**src/rtl/cpu_pkg.sv**
```systemverilog
// Shared definitions for the 8-bit cpu subsystem: loader state encoding and frame constants.
package cpu_pkg;

  typedef enum logic [2:0] {
    StIdle,
    StLen,
    StData,
    StCsum,
    StRun,
    StErr
  } ld_state_e;

  // A LEN byte of zero encodes a full 256-byte program.
  localparam bit LEN_ZERO_MEANS_256 = 1'b1;

  localparam logic [7:0] DEFAULT_BASE_ADDR = 8'h00;

endpackage

```
**src/rtl/prog_loader_if.sv**
```systemverilog
// Host byte stream, ram write port and cpu control signals of the program loader.
interface prog_loader_if;
  logic       load_start;
  logic       in_valid;
  logic [7:0] in_data;
  logic       in_ready;
  logic [7:0] ram_addr;
  logic [7:0] ram_data;
  logic       ram_wren;
  logic       cpu_halt;
  logic       cpu_run;
  logic       busy;
  logic       done;
  logic       err;

  // Host side: drives the stream and observes the loader.
  modport master (
    output load_start, in_valid, in_data,
    input  in_ready, ram_addr, ram_data, ram_wren, cpu_halt, cpu_run, busy, done, err
  );

  // Loader side.
  modport slave (
    input  load_start, in_valid, in_data,
    output in_ready, ram_addr, ram_data, ram_wren, cpu_halt, cpu_run, busy, done, err
  );
endinterface

```
**src/rtl/byte_stream_timer.sv**
```systemverilog
// Idle-gap timer for byte streams: expired flags the TIMEOUT-th consecutive enabled cycle
// without a clear, so the caller can act on that cycle unless a byte arrives.
module byte_stream_timer #(
  parameter int unsigned TIMEOUT = 1023,
  parameter int unsigned TW      = 10
) (
  input  logic clk,
  input  logic rst,
  input  logic clear_i,
  input  logic enable_i,
  output logic expired_o
);

  localparam logic [TW-1:0] LastCount = TW'(TIMEOUT - 1);

  logic [TW-1:0] cnt_q;

  assign expired_o = enable_i && (cnt_q == LastCount);

  always_ff @(posedge clk) begin
    if (rst || clear_i) begin
      cnt_q <= '0;
    end else if (enable_i && !expired_o) begin
      cnt_q <= cnt_q + TW'(1);
    end
  end

endmodule

```
**src/rtl/prog_loader.sv**
```systemverilog
// Receives a LEN/DATA/CSUM framed program, writes it to ram with the cpu halted and
// releases the cpu with a one-cycle run pulse when the checksum matches.
module prog_loader
  import cpu_pkg::*;
#(
  parameter logic [7:0]  BASE_ADDR = DEFAULT_BASE_ADDR,
  parameter int unsigned TIMEOUT   = 1023,
  parameter int unsigned TW        = 10
) (
  input logic         clk,
  input logic         rst,
  prog_loader_if.slave bus
);

  ld_state_e  state_q;
  logic [8:0] count_q;
  logic [7:0] idx_q;
  logic [7:0] sum_q;
  logic [7:0] ram_addr_q, ram_data_q;
  logic       ram_wren_q, cpu_halt_q, cpu_run_q, busy_q, done_q, err_q;

  logic       in_ready, accept, start_take, expired;
  logic [8:0] idx_next;
  logic [8:0] len_count;

  assign in_ready   = (state_q == StLen) || (state_q == StData) || (state_q == StCsum);
  assign accept     = bus.in_valid && in_ready;
  assign start_take = (state_q == StIdle) && bus.load_start;
  assign idx_next   = {1'b0, idx_q} + 9'd1;
  assign len_count  = (LEN_ZERO_MEANS_256 && (bus.in_data == 8'h00)) ? 9'd256
                                                                       : {1'b0, bus.in_data};

  byte_stream_timer #(
    .TIMEOUT (TIMEOUT),
    .TW      (TW)
  ) u_timer (
    .clk       (clk),
    .rst       (rst),
    .clear_i   (start_take || accept),
    .enable_i  (in_ready),
    .expired_o (expired)
  );

  always_ff @(posedge clk) begin
    if (rst) begin
      state_q    <= StIdle;
      count_q    <= '0;
      idx_q      <= '0;
      sum_q      <= '0;
      ram_addr_q <= '0;
      ram_data_q <= '0;
      ram_wren_q <= 1'b0;
      cpu_halt_q <= 1'b0;
      cpu_run_q  <= 1'b0;
      busy_q     <= 1'b0;
      done_q     <= 1'b0;
      err_q      <= 1'b0;
    end else begin
      ram_wren_q <= 1'b0;
      cpu_run_q  <= 1'b0;
      unique case (state_q)
        StIdle: begin
          if (bus.load_start) begin
            state_q    <= StLen;
            done_q     <= 1'b0;
            err_q      <= 1'b0;
            cpu_halt_q <= 1'b1;
            busy_q     <= 1'b1;
          end
        end
        StLen: begin
          if (accept) begin
            count_q <= len_count;
            idx_q   <= '0;
            sum_q   <= '0;
            state_q <= StData;
          end else if (expired) begin
            state_q <= StErr;
            err_q   <= 1'b1;
          end
        end
        StData: begin
          if (accept) begin
            ram_addr_q <= BASE_ADDR + idx_q;
            ram_data_q <= bus.in_data;
            ram_wren_q <= 1'b1;
            sum_q      <= sum_q + bus.in_data;
            idx_q      <= idx_next[7:0];
            if (idx_next == count_q) state_q <= StCsum;
          end else if (expired) begin
            state_q <= StErr;
            err_q   <= 1'b1;
          end
        end
        StCsum: begin
          if (accept) begin
            if (bus.in_data == sum_q) begin
              state_q    <= StRun;
              cpu_run_q  <= 1'b1;
              cpu_halt_q <= 1'b0;
              done_q     <= 1'b1;
            end else begin
              state_q <= StErr;
              err_q   <= 1'b1;
            end
          end else if (expired) begin
            state_q <= StErr;
            err_q   <= 1'b1;
          end
        end
        StRun, StErr: begin
          state_q <= StIdle;
          busy_q  <= 1'b0;
        end
        default: state_q <= StIdle;
      endcase
    end
  end

  assign bus.in_ready = in_ready;
  assign bus.ram_addr = ram_addr_q;
  assign bus.ram_data = ram_data_q;
  assign bus.ram_wren = ram_wren_q;
  assign bus.cpu_halt = cpu_halt_q;
  assign bus.cpu_run  = cpu_run_q;
  assign bus.busy     = busy_q;
  assign bus.done     = done_q;
  assign bus.err      = err_q;

endmodule

```
**src/flat_wrapper.sv**
```systemverilog
// flat-port wrapper written by rule: the top's interface ports become plain ports
module prog_loader_flat import cpu_pkg::*;
#(
  parameter logic [7:0]  BASE_ADDR = DEFAULT_BASE_ADDR,
  parameter int unsigned TIMEOUT   = 1023,
  parameter int unsigned TW        = 10
)
  (clk, rst, bus_load_start, bus_in_valid, bus_in_data, bus_in_ready, bus_ram_addr, bus_ram_data, bus_ram_wren, bus_cpu_halt, bus_cpu_run, bus_busy, bus_done, bus_err);
  prog_loader_if bus_i ();
  input logic clk;
  input logic rst;
  input wire logic [$bits(bus_i.load_start)-1:0] bus_load_start;
  input wire logic [$bits(bus_i.in_valid)-1:0] bus_in_valid;
  input wire logic [$bits(bus_i.in_data)-1:0] bus_in_data;
  output wire logic [$bits(bus_i.in_ready)-1:0] bus_in_ready;
  output wire logic [$bits(bus_i.ram_addr)-1:0] bus_ram_addr;
  output wire logic [$bits(bus_i.ram_data)-1:0] bus_ram_data;
  output wire logic [$bits(bus_i.ram_wren)-1:0] bus_ram_wren;
  output wire logic [$bits(bus_i.cpu_halt)-1:0] bus_cpu_halt;
  output wire logic [$bits(bus_i.cpu_run)-1:0] bus_cpu_run;
  output wire logic [$bits(bus_i.busy)-1:0] bus_busy;
  output wire logic [$bits(bus_i.done)-1:0] bus_done;
  output wire logic [$bits(bus_i.err)-1:0] bus_err;
  assign bus_i.load_start = bus_load_start;
  assign bus_i.in_valid = bus_in_valid;
  assign bus_i.in_data = bus_in_data;
  assign bus_in_ready = bus_i.in_ready;
  assign bus_ram_addr = bus_i.ram_addr;
  assign bus_ram_data = bus_i.ram_data;
  assign bus_ram_wren = bus_i.ram_wren;
  assign bus_cpu_halt = bus_i.cpu_halt;
  assign bus_cpu_run = bus_i.cpu_run;
  assign bus_busy = bus_i.busy;
  assign bus_done = bus_i.done;
  assign bus_err = bus_i.err;
  prog_loader #(.BASE_ADDR(BASE_ADDR), .TIMEOUT(TIMEOUT), .TW(TW)) u_core (.clk(clk), .rst(rst), .bus(bus_i));
endmodule
```
**config.mk**
```make
export PLATFORM = sky130hd
export DESIGN_NAME = prog_loader_flat
export DESIGN_NICKNAME = d
export VERILOG_FILES = /design/src/rtl/cpu_pkg.sv /design/src/rtl/prog_loader_if.sv /design/src/rtl/byte_stream_timer.sv /design/src/rtl/prog_loader.sv /design/src/flat_wrapper.sv
export SDC_FILE = /design/constraint.sdc
export NUM_CORES = 1
export LEC_CHECK = 0
export BUFFER_PORTS_ARGS = -buffer_cell sky130_fd_sc_hd__buf_2
export CORE_MARGIN = 4
export CORE_UTILIZATION = 53
export CTS_CLUSTER_DIAMETER = 50
export DETAILED_ROUTE_END_ITERATION = 6
export GPL_TIMING_DRIVEN = 0
export HOLD_SLACK_MARGIN = 0.03
export PLACE_DENSITY = 0.7
export SYNTH_ARGS = -nofsm -noshare
export SYNTH_HDL_FRONTEND = slang
export SYNTH_SLANG_ARGS = --single-unit
```
**constraint.sdc**
```tcl
create_clock -name clk -period 4.9 [get_ports clk]
set_input_delay 0.245 -clock clk [delete_from_list [all_inputs] [get_ports clk]]
set_output_delay 0.245 -clock clk [all_outputs]
set_load 0.03 [all_outputs]
```
; Yosys cells after proc, flatten, opt, wreduce, memory -nomap -nowiden
; Index checks and enable logic that the tools add are counted.
[word_totals]
reg_bits = 60
in_bits = 12
output_inout_bits = 23
elab_cells = 91
[classes]
addsub = 3
n_eq_ne = 16
mux = 30
n_bitwise = 3
reduce_logical = 26
[op_table]
columns = cell, count
row1 = $pmux 8 s2, 2
row2 = $mux 8, 3
row3 = $mux 3, 6
row4 = $mux 1, 13
row5 = $pmux 3 s4, 1
row6 = $add 10x1->10 const B, 1
row7 = $eq 10x10->1 const B, 1
row8 = $add 8x1->9 const B, 1
row9 = $eq 9x9->1, 1
row10 = $mux 9, 1
row11 = $add 8x8->8, 1
row12 = $eq 8x8->1, 1
row13 = $logic_not 8->1, 1
row14 = $reduce_and 2->1, 4
row15 = $reduce_and 4->1, 2
row16 = $eq 3x2->1 const B, 2
row17 = $eq 3x3->1 const B, 2
row18 = $ne 2x1->1 const B, 3
row19 = $ne 2x2->1 const B, 3
row20 = $ne 3x3->1 const B, 2
row21 = $pmux 1 s2, 3
row22 = $reduce_bool 2->1, 3
row23 = $reduce_or 2->1, 3
row24 = $logic_and 1x1->1, 4
row25 = 9 further kinds, 14

; Longest topological paths before layout
[logic_depth]
ltp_word = 7
mapped_depth = 8

; Hierarchy
; Synthesis repeated with hierarchy kept, for this count alone.
[unflattened]
cells_unflattened = 378
area_unflattened_um2 = 3105.5
[by_module_without_submodules]
columns = module, instances, cells_per_inst, area_per_inst_um2, seq_area_each_um2
row1 = prog_loader, 1, 310, 2512.4, 1001.0
row2 = byte_stream_timer, 1, 68, 593.1, 200.2

; Worst setup path before layout
; No wires, ideal clock.
[synth_path]
path_type = reg2reg
from = reg u_core.sum_q[3]
to = reg u_core.sum_q[7]
setup_ps = 120
arrival_ps = 1773
required_ps = 4780
path_slack_ps = 3007
path_stages_with_launch = 8
path_buffers = 0
period_less_slack_ps = 1893
path_cell_list = dfxtp_1 ha_1 a21o_1 a21oi_1 or4b_1 and3_1 nor3_1 nand2_1
[synth_between]
elab_chain_len = 3
[synth_rtl]
columns = element, line
row1 = start: declaration, prog_loader.sv:18  ; logic [7:0] sum_q;
row2 = start signal: assignment, prog_loader.sv:87  ; sum_q <= sum_q + bus.in_data;
row3 = $add 8x8->8, prog_loader.sv:87
row4 = $mux 8, prog_loader.sv:83  ; if (accept) begin
row5 = $pmux 8 s2, prog_loader.sv:61  ; unique case (state_q)
; Every way passes these cells. The select of a mux whose other input is x is not followed.
; A chain may end at the register's enable or synchronous reset.

; Final worst setup path
[layout_path]
from = reg u_core.sum_q[3]
to = reg u_core.err_q, in the netlist u_core.bus.err
[layout_between]
elab_chain_len = 3
[layout_rtl]
columns = element, line
row1 = $eq 8x8->1, prog_loader.sv:97  ; if (bus.in_data == sum_q) begin
row2 = $ne 3x3->1 (no line), n/a
row3 = $reduce_and 4->1 (no line), n/a
row4 = end signal: assignment, prog_loader.sv:92  ; err_q <= 1'b1;
row5 = end signal: assignment, prog_loader.sv:104  ; err_q <= 1'b1;
row6 = end signal: assignment, prog_loader.sv:108  ; err_q <= 1'b1;
row7 = end: declaration, prog_loader.sv:20  ; logic ram_wren_q, cpu_halt_q, cpu_run_q, busy_q, done_q, err_q;
; Every way passes these cells.

==> flow_summary.toml <==
[sta]
setup_ws_ps = 2760
fin_crit_sh = 0.436
tightestPinTransition_ps = 760
skew_ps = 9.92
fmax_mhz = 468
hold_viol = 0
finalCriticalPeriod_ps = 2140
slew_violations = 0
fin_setup_tns_ps = 0
rsz0062_at_grt = "no"
slew_headroom = 0.492
setup_violations = 0

[global_route]
grt_overflow_total = 0
grt_pass1_vias = 2570
grt_max_degree = 12
grt_pass1_wl_um = 12100
grt.total_usage = 0.215
grt_antenna_before_repair = 0

[worst_hold_path]
hold_class = "in -> reg"
hold_start = "bus_in_data[0]"

[final_layout]
area_growth_pct = 14.3
nFillCells = 500
final_nets = 441
antenna_cells = 0
drive_gt1_frac = 0.139

[placement]
gp_congestion = 0.863
dp_slack_ps = 2680
dp_hpwl_um = 5160
io_buffers = 34

[critical_path]
crit_buf_inv = 0
slowest_delay_ps = 400
critPathSlowestCell = "a2111oi_0"
crit_family = "simple AND/OR/NAND/NOR gates"
criticalPathCategory = "reg -> reg"
worst_ep_arrival_time_ps = 2350
crit_top_cell = "nor4_1"
cp-startpoint = "u_core.sum_q[3]"
rr_startpoint = "u_core.sum_q[3]"
crit_path_cell_trace = "ha_1, nor4_1, nand4_1, nand2_1, a21boi_1, a2111oi_0, nor4_1"
critPathRequiredTime_ps = 5110
end_kind = "register"
crit_fanout = 5
startpoint_type = "register"

[clock_network]
clk_pin_slew_worst_paths_ps = 70
clock-sinks = 60
cts-root-buf = "clkbuf_8"
worstSkewPairLatency_ps = 340
cts_tree = "yes"
h-tree-depth = 3
holdBufCountCts = 0
cts_resized = 0
clockBufferDepth = 2
postCtsSetupBuffers = 0
cts_made_buffers = 9

[drt]
drt_iter0_drc = 185
num_vias = 2734
vias_per_cell = 5.52
route.detailed.drc = 0
dr.pass1.iters = 4
wl_um = 7150
drtAntennaViolNets = 0
wire_per_inst_um = 14.4

[floorplan]
rows = 27
die-area_sq_um = 6900
die_w_um = 83.1
initial_core_util = 0.546
die_h_um = 83.1
core_area_sq_um = 5470
io_pins = 35

[synth]
synth_enable_flop_cells = 0
synth_nets = 396
yosys_warnings = 0
synth_cells = 373
synth-seq-cells = 60
synthFlopType = "dfxtp_1"
post_synth_num_cell_types = 48
ys_seq_area_frac = 0.402
async_reset_ff_frac = 0
syn_area_sq_um = 2990
synth_area_per_cell_sq_um = 8.01

[run]
timing.max_cap.violations = 0

[pwr]
leakagePower_nw = 1.34
p_per_area_nw_per_um2 = 308
ir_drop_mv = 0.195

[run_status]
status = "completed"
## placed cells by master (no fill, tap or decap), types with 3 or more instances in the layout
cell and count:
nor2_1 28, xnor2_1 13, dfxtp_1 60, a21oi_1 42, buf_2 37, nand3_1 10
nand2b_1 5, inv_1 5, a22o_1 4, ha_1 10, nor4_1 6, o21ai_1 5
nor3_1 13, o31ai_1 3, o21ai_0 9, or3_1 3, and3_1 4, and2_1 3
nor2b_1 8, clkbuf_8 9, clkinv_2 4, clkbuf_1 17, nand2_1 75, xor2_1 10
a21o_1 3
## where the power goes
part | switching, W | internal (W)
Sequential | 0.0000134 | 0.000503
Clock | 0.000205 | 0.000180
Combinational | 0.0000990 | 0.0000527
Total | 0.000317 | 0.000736
## per-layer routing
metal / share of wire / track usage / vias up
met5: 0 / 0 / -
met4: 0.015 / 0.0743 / 0
met3: 0.053 / 0.0476 / 11
met2: 0.45 / 0.329 / 62
met1: 0.48 / 0.298 / 1268
li1: - / - / 1393
## synthesized netlist by cell type, drive strengths merged, types with 8 or more instances
cell type | count | area, sq um
a21oi | 42 | 210
xor2 | 10 | 87.6
nand3 | 10 | 50.1
xnor2 | 13 | 114
nor2b | 8 | 50.1
nand2 | 75 | 282
ha | 10 | 125
clkbuf | 17 | 63.8
dfxtp | 60 | 1200
o21ai | 14 | 70.1
nor3 | 13 | 65.1
nor2 | 28 | 105
## worst min-delay path, cell delays in order
cell and delay (ps):
buf_2 130, nand2_1 60, a21oi_1 50
## cell type report
cell class	instances	area, sq um	share of cell area
Multi-Input combinational cell	288	1690	0.494
Clock buffer	9	124	0.0363
Buffer	20	78.8	0.0231
Timing Repair Buffer	34	170	0.0498
Clock inverter	7	43.8	0.0128
Inverter	5	18.8	0.00550
Tap cell	72	90.1	0.0264
Sequential cell	60	1200	0.352
## through the flow
stage	power [W]	instance area, sq um	std cells	hold slack (ps)	utilization
floorplan	0.000635	2990	373	381	-
global placement	0.000676	3250	479	441	0.593
detailed placement	0.000678	3250	479	444	0.593
CTS	0.00106	3410	495	169	0.624
global route	0.00111	3410	495	182	0.624
finish	0.00105	3410	495	180	0.624
## worst paths after layout
kind / end / slack (ps) / cells after the start
setup / recovery: u_core.bus.err / 2760 / 7
hold / removal: u_core.bus.ram_data[0] / 180 / 3
setup reg to reg: u_core.bus.err / 2760 / 7
hold reg to reg: u_core.bus.ram_data[4] / 450 / 2
## state kept, by name, indices dropped and copies added, names as in the netlist, 3 cells and up
name,flops
u_core.bus.ram_addr,8
u_core.bus.ram_data,8
u_core.count_q,9
u_core.idx_q,8
u_core.state_q,3
u_core.sum_q,8
u_core.u_timer.cnt_q,10
## cells by family (layout without fill, tap and decap cells)
group	Yosys count	in the layout	share of synthesized area
flip-flops	60	60	0.402
XOR/XNOR	23	23	0.0674
adder cells (fa/ha/maj)	11	11	0.0486
buffers and inverters	25	75	0.0327
multiplexers	2	2	0.00670
AO/OA/AOI/OAI	84	84	0.175
AND/OR/NAND/NOR	168	168	0.268
(Power assumes the default switching activity.)
